`src/rtl/alu_seq.sv`:
```
// alu_seq: registered ALU with valid/ready operand and result handshakes.
// Single-cycle ops (add/sub/logic/shift/slt) produce their result the
// cycle after acceptance. Optional iterative shift-add multiply is built
// only when the ALU_MUL_EN macro is defined; without it opcode 0001 is
// reported as illegal and the FSM reduces to IDLE/DONE.
//
// Handshake semantics (both sides): a transfer happens on a rising edge
// where valid and ready are both high. The producer holds valid and its
// payload stable until that edge; ready may depend combinationally on the
// opposite side's signals (in_ready looks at out_ready) but valid never
// depends on ready. Once out_valid rises, alu_out/alu_overflow/alu_illegal
// stay frozen until the result is taken.
module alu_seq #(
    parameter int DATA_WIDTH = 32,
    parameter int SHAMT_W    = $clog2(DATA_WIDTH)
) (
    input  logic                  clk,
    input  logic                  rst,
    input  logic                  alu_enable,
    input  logic                  in_valid,
    output logic                  in_ready,
    input  logic [3:0]            alu_op,
    input  logic [DATA_WIDTH-1:0] src1,
    input  logic [DATA_WIDTH-1:0] src2,
    output logic                  out_valid,
    input  logic                  out_ready,
    output logic [DATA_WIDTH-1:0] alu_out,
    output logic                  alu_overflow,
    output logic                  alu_illegal
);

    localparam logic [3:0] OP_ADD = 4'b1000;
    localparam logic [3:0] OP_SUB = 4'b1001;
    localparam logic [3:0] OP_AND = 4'b1010;
    localparam logic [3:0] OP_OR  = 4'b1011;
    localparam logic [3:0] OP_XOR = 4'b1100;
    localparam logic [3:0] OP_NOR = 4'b1101;
    localparam logic [3:0] OP_SLL = 4'b1110;
    localparam logic [3:0] OP_SRL = 4'b1111;
    localparam logic [3:0] OP_SRA = 4'b0010;
    localparam logic [3:0] OP_SLT = 4'b0011;

    localparam int MSB = DATA_WIDTH - 1;

    // State encoding is fixed so checkers can bind to 'state' directly.
    typedef enum logic [1:0] {
        IDLE = 2'd0,
`ifdef ALU_MUL_EN
        MUL  = 2'd1,
`endif
        DONE = 2'd2
    } state_t;

    state_t state;

    logic                  accept;
    logic [DATA_WIDTH-1:0] sum;
    logic [DATA_WIDTH-1:0] diff;
    logic [SHAMT_W-1:0]    shamt;
    logic [DATA_WIDTH-1:0] res;
    logic                  res_ovf;
    logic                  res_ill;

`ifdef ALU_MUL_EN
    localparam logic [3:0] OP_MUL = 4'b0001;

    // Multiply datapath: 2W accumulator so the high half yields overflow.
    logic [2*DATA_WIDTH-1:0] mul_acc;
    logic [2*DATA_WIDTH-1:0] mul_mcand;
    logic [DATA_WIDTH-1:0]   mul_mplier;
    logic [SHAMT_W-1:0]      mul_cnt;
    logic [2*DATA_WIDTH-1:0] mul_acc_next;

    // Next accumulator value after the current partial-product step.
    always_comb begin
        mul_acc_next = mul_acc + (mul_mplier[0] ? mul_mcand : '0);
    end
`endif

    // New work is taken only from IDLE, or from DONE while the result leaves.
    assign in_ready = alu_enable & ((state == IDLE) | ((state == DONE) & out_ready));
    assign accept   = in_valid & in_ready;

    assign sum   = src1 + src2;
    assign diff  = src1 - src2;
    assign shamt = src2[SHAMT_W-1:0];

    // Single-cycle result, overflow and illegal flag for the presented opcode.
    always_comb begin
        res     = '0;
        res_ovf = 1'b0;
        res_ill = 1'b0;
        case (alu_op)
            OP_ADD: begin
                res     = sum;
                res_ovf = (src1[MSB] == src2[MSB]) && (sum[MSB] != src1[MSB]);
            end
            OP_SUB: begin
                res     = diff;
                res_ovf = (src1[MSB] != src2[MSB]) && (diff[MSB] != src1[MSB]);
            end
            OP_AND: res = src1 & src2;
            OP_OR:  res = src1 | src2;
            OP_XOR: res = src1 ^ src2;
            OP_NOR: res = ~(src1 | src2);
            OP_SLL: res = src1 << shamt;
            OP_SRL: res = src1 >> shamt;
            OP_SRA: res = $unsigned($signed(src1) >>> shamt);
            OP_SLT: res[0] = ($signed(src1) < $signed(src2));
            default: res_ill = 1'b1;
        endcase
    end

    // Control FSM with registered result, flags and multiply datapath.
    always_ff @(posedge clk or posedge rst) begin
        if (rst) begin
            state        <= IDLE;
            out_valid    <= 1'b0;
            alu_out      <= '0;
            alu_overflow <= 1'b0;
            alu_illegal  <= 1'b0;
`ifdef ALU_MUL_EN
            mul_acc      <= '0;
            mul_mcand    <= '0;
            mul_mplier   <= '0;
            mul_cnt      <= '0;
`endif
        end else begin
            case (state)
`ifdef ALU_MUL_EN
                MUL: begin
                    // One partial-product step per cycle; the last step also
                    // publishes the result so latency is DATA_WIDTH+1.
                    mul_acc    <= mul_acc_next;
                    mul_mcand  <= mul_mcand << 1;
                    mul_mplier <= mul_mplier >> 1;
                    mul_cnt    <= mul_cnt + 1'b1;
                    if (mul_cnt == {SHAMT_W{1'b1}}) begin
                        alu_out      <= mul_acc_next[DATA_WIDTH-1:0];
                        alu_overflow <= |mul_acc_next[2*DATA_WIDTH-1:DATA_WIDTH];
                        alu_illegal  <= 1'b0;
                        out_valid    <= 1'b1;
                        state        <= DONE;
                    end
                end
`endif
                default: begin
                    // IDLE and DONE share the load path; accept already
                    // implies out_ready when the current state is DONE.
                    if (accept) begin
`ifdef ALU_MUL_EN
                        if (alu_op == OP_MUL) begin
                            mul_acc    <= '0;
                            mul_mcand  <= {{DATA_WIDTH{1'b0}}, src1};
                            mul_mplier <= src2;
                            mul_cnt    <= '0;
                            out_valid  <= 1'b0;
                            state      <= MUL;
                        end else
`endif
                        begin
                            alu_out      <= res;
                            alu_overflow <= res_ovf;
                            alu_illegal  <= res_ill;
                            out_valid    <= 1'b1;
                            state        <= DONE;
                        end
                    end else if ((state == DONE) && out_ready) begin
                        out_valid <= 1'b0;
                        state     <= IDLE;
                    end
                end
            endcase
        end
    end

endmodule

```
`config.mk`:
```
export PLATFORM = sky130hd
export DESIGN_NAME = alu_seq
export DESIGN_NICKNAME = d
export VERILOG_FILES = /design/src/rtl/alu_seq.sv
export SDC_FILE = /design/constraint.sdc
export NUM_CORES = 1
export LEC_CHECK = 0
export ABC_AREA = 1
export BUFFER_PORTS_ARGS = -buffer_cell sky130_fd_sc_hd__buf_2
export CORE_MARGIN = 2
export CORE_UTILIZATION = 68
export DETAILED_ROUTE_END_ITERATION = 8
export PLACE_DENSITY = 0.9
export SYNTH_ARGS = -nofsm -noshare
export SYNTH_HDL_FRONTEND = slang
export SYNTH_SLANG_ARGS = --single-unit
```
`constraint.sdc`:
```
create_clock -name clk -period 2.9 [get_ports clk]
set_input_delay 0.87 -clock clk [delete_from_list [all_inputs] [get_ports clk]]
set_output_delay 0.87 -clock clk [all_outputs]
set_load 0.02 [all_outputs]
```
==> impl_metrics.toml, run 1 <==
[status]
status = "did not finish"
haltStage = "global routing"
error = "[ERROR GRT-0116] Global routing finished with congestion. Check the congestion regions in the DRC Viewer."

[yosys]
yosysUniqueCellTypes = 41
yosysWarningCount = 0
syn_inst = 2322
syn_area_um2 = 11800
ys_seq_area_share_pct = 7.45
syn-num-nets = 2494
ys_ff_latch = 35
syn_area_per_cell_um2 = 5.06

[clocking]
postCtsHoldBufs = 0
cts-buffers-inserted = 5
cts_root_buf = "clkbuf_16"
cts_setup_buffers = 0
cts_resized = 0
clk_path_buf_depth = 2
htree_levels = 2
cts_sinks = 35

[placement]
dp.final_hpwl_um = 43500
routabilityCongestion = 1.27
io_buffers = 108

[floorplanning]
die_w_um = 135
ios = 109
rows = 48
die_h_um = 135
initial_core_util_pct = 68.6

[grt]
grt_max_degree = 74
grt_pass1_vias = 18900
grt_use_total_pct = 69.4
gr-total-overflow = 12
grt_first_pass_wirelength_um = 98700
-- stage by stage --
step | cell area, um2 | std cells | setup WS [ns] | hold WS (ns)
after CTS | 13600 | 2731 | 0.00509 | 0.478
after floorplan | 11800 | 2322 | 0.0126 | 0.591
after global placement | 13500 | 2723 | -0.191 | 0.459
after detailed placement | 13500 | 2723 | -0.265 | 0.461
-- per-layer routing --
layer  GRT overflow  GRT usage, %
met1              0          70.2
met2              8          85.1
met3              0          54.5
met4              4          65.1
met5              0          36.9
-- logic make-up after synthesis --
family          count (synthesis)  synth area share [%]
buf+inv                       410                  14.5
simple gates                 1551                  56.3
fa+ha+maj                      99                  10.7
flops                          35                  7.45
xor+xnor                        2                 0.149
compound gates                225                  11.0
-- synth_stat cells (all sizes together) --
master,n,area (um2)
o221ai,3,26.3
o211ai,29,218
dfrtp,35,876
inv,306,1150
xor2,2,17.5
o2111ai,1,8.76
nor3b,1,7.51
o22ai,14,87.6
a22oi,1,7.51
o21a,2,15.0
o21bai,11,82.6
buf,86,478
ha,97,1210
clkbuf,17,63.8
nand4,39,250
o2bb2ai,1,8.76
and3,2,12.5
a21oi,88,444
fa,2,40.0
o21ai,71,355
nor2,183,727
clkinv,1,3.75
nand3,445,2230
nand2,844,3180
o2111a,1,11.3
nand3b,4,30.0
a211oi,3,22.5
nor3,20,100
or2,4,25.0
and2,9,56.3
==> run 2: changes to the inputs <==
--- a/config.mk
+++ b/config.mk
@@ -8,9 +8,9 @@
 export ABC_AREA = 1
 export BUFFER_PORTS_ARGS = -buffer_cell sky130_fd_sc_hd__buf_2
 export CORE_MARGIN = 2
-export CORE_UTILIZATION = 68
+export CORE_UTILIZATION = 40
 export DETAILED_ROUTE_END_ITERATION = 8
-export PLACE_DENSITY = 0.9
+export PLACE_DENSITY_LB_ADDON = 0.15
 export SYNTH_ARGS = -nofsm -noshare
 export SYNTH_HDL_FRONTEND = slang
 export SYNTH_SLANG_ARGS = --single-unit
==> run 2 against run 1 <==
Compared with the run above: the flow now finishes without violations; area after synthesis did not move; synthesized cell count did not move.
==> impl_metrics.toml, run 2 <==
[timing]
whs_ns = 0.475
max_freq_ghz = 0.351
min_period_ns = 2.85
slew-limit-headroom_pct = 58.7
rsz0062_at_grt = "true"
drv_slew = 0
report.final.hold_viol_count = 0
setup_tns_ns = 0
setup_ws_ns = 0.0514
fin_crit_sh_pct = 98.2
tightest_slew_ns = 0.619
setup_violations = 0
skew_ns = 0.0169

[worst_hold_path]
hp-start = "alu_out[29]"
holdCritPathClass = "register to register"

[clocking]
clk_pin_slew_ns = 0.07
htree_levels = 2
clk_path_buf_depth = 2
cts_root_buf = "clkbuf_16"
cts-buffers-inserted = 5
clk_latency_ns = 0.31
cts_sinks = 35
cts_tree = "built"

[yosys]
synth_top_cell_by_area = "nand2_1"
syn_area_per_cell_um2 = 5.06
synth-edff-count = 0
yosysMostFrequentCell = "nand2_1"
ys_ff_latch = 35
async_flop_share_pct = 100
ys_top_cells_by_count = "839 x nand2_1, 445 x nand3_1, 294 x inv_1"
syn_area_um2 = 11800
syn-num-nets = 2494
synth_area_leaders = "nand2_1 27%, nand3_1 19%, ha_1 10%, inv_1 9.4%, dfrtp_1 7.5%"
yosysWarningCount = 0
ys_seq_area_share_pct = 7.45
syn_inst = 2322
yosysUniqueCellTypes = 41
synthFlopType = "dfrtp_1"
synth_top_area_share_pct = 26.8

[layout]
final_area_um2 = 15500
final_cell_mix = "825 x nand2_1, 438 x nand3_1, 366 x buf_4"
nNetsFinal = 2881
drive_above_1_share_pct = 21.1
largest_register_ffs = 32
diodes = 0
final_common_cell = "nand2_1"
area_delta_synth_final_pct = 32.2
max_flop_register = "alu_out"

[power]
cellLeakagePower_nw = 8.92
power_density_nw_per_um2 = 284
power.share.sequential_pct = 14.7
switchingPower_mw = 2.29
p_clk_share_pct = 16.1
vdd_drop_max_uv = 224
total_power_mw = 4.42
p_int_mw = 2.13
combPwrFrac_pct = 69.2
swShare_pct = 51.7

[route]
routedWlPerCell_um = 22.0
route.top_layer_used = "met4"
viasPerCell = 5.71
wl_um = 68100
wl_met3_um = 6850
drc = 0
via_count = 17700
wl_met1_um = 27500
firstDrtPassIters = 7
antenna_left = 0
met2_length_um = 29600
dr.first_iter.drc_count = 2534

[grt]
gr-total-overflow = 0
grt_antenna_before_repair = 2
grt_first_pass_wirelength_um = 98400
grt_pass1_vias = 16100
grt_max_degree = 58
grt_use_total_pct = 42.9

[setup_path]
critical_path_arrival_ns = 3.05
cp_max_fo = 5
slowest_stage = "ha_1"
crit-reg2reg-launch = "state[1]"
start_kind = "primary input"
crit_path_frequent_cell = "nand2_1"
worstSetupPathType = "primary input to register"
critPathLaunch = "src1[19]"
required_ns = 3.10
critPathTopFamily = "simple AND/OR/NAND/NOR gates"
worstPathCellList = "buf_2 > inv_1 > ha_1 > nor2_1 > buf_4 > nand2_1 > buf_4 > nor2_1 > nand3_1 > nand3_1 > nand2_1 > nand3_1 > nand4_1 > nand2_1 > nand2_1"
critPathBufInv = 4
cp_slowest_stage_delay_ns = 0.42
end_kind = "register"

[floorplanning]
dieArea_um2 = 30800
rows = 62
die_w_um = 175
initial_core_util_pct = 40.8
die_h_um = 175
core_area_um2 = 28800
ios = 109

[placement]
placed_cell_area_um2 = 15100
dpl_worst_slack_ns = -0.356
routabilityCongestion = 1.11
dp.final_hpwl_um = 56800
io_buffers = 108

[job]
maxCapViolations = 0

[status]
status = "complete, no violations"
## run 2: cell counts after synthesis
Identical to the previous run, type by type.
## run 2: area by class of cell
type	count	area (um2)
Sequential cell	35	876
Timing Repair Buffer	483	3470
Clock buffer	6	139
Clock inverter	2	35.0
Tap cell	384	480
Inverter	307	1160
Multi-Input combinational cell	1877	9380
Fill cell	3116	13200
## run 2: worst register-to-register path, delay by kind of cell, from the launching register on
kind,cells,cell delay (ns)
DFF,1,0.38
AOI/OAI and AO/OA,2,0.36
buffers and inverters,3,0.52
and+or+nand+nor,2,0.17
## run 2: cell families (layout without fill, tap and decap cells)
| group | after synthesis | after routing | share of synthesized area (%) |
|---|---|---|---|
| buf+inv | 410 | 798 | 14.5 |
| flops | 35 | 35 | 7.45 |
| fa+ha+maj | 99 | 99 | 10.7 |
| simple gates | 1551 | 1551 | 56.3 |
| xor+xnor | 2 | 2 | 0.149 |
| compound gates | 225 | 225 | 11.0 |
## run 2: final timing paths
check / end / slack (ns) / cells past startpoint
worst max-delay path: alu_out[22] / 0.05 / 15
min in group asynchronous: alu_out[15] / 0.68 / 3
worst min-delay path: alu_out[29] / 0.48 / 2
worst min register to register: alu_out[29] / 0.48 / 2
worst max register to register: alu_out[14] / 1.41 / 7
max in group asynchronous: alu_out[26] / 1.83 / 3
## run 2: timing repair
item | CTS | global route
gates resized for setup | 2 | 54
endpoints found under the setup margin | 2 | 26
hold buffers | 0 | 0
buffers inserted | 0 | 3
pin swaps | 0 | 4
## run 2: through the flow
stage          util, %  cells
4_1_cts           53.2   3091
6_report          54.0   3094
5_1_grt           54.0   3094
3_3_place_gp      52.6   3083
2_1_floorplan        -   2322
3_5_place_dp      52.6   3083
## run 2: power by group through the flow
stage | sequential (mW) | clock [mW] | combinational (mW)
6_report | 0.648 | 0.712 | 3.06
5_1_grt | 0.654 | 0.718 | 3.26
4_1_cts | 0.645 | 0.704 | 2.91
3_5_place_dp | 0.652 | 0 | 2.89
3_3_place_gp | 0.653 | 0 | 2.88
2_1_floorplan | 0.730 | 0 | 1.41
## run 2: layer usage
| metal | vias up | global-route usage [%] |
|---|---|---|
| met5 | - | 0 |
| met3 | 199 | 6.36 |
| met2 | 1081 | 68.0 |
| met1 | 8145 | 56.4 |
| met4 | 0 | 22.3 |
| li1 | 8253 | - |
No activity file was read; power rests on OpenSTA's default activity.
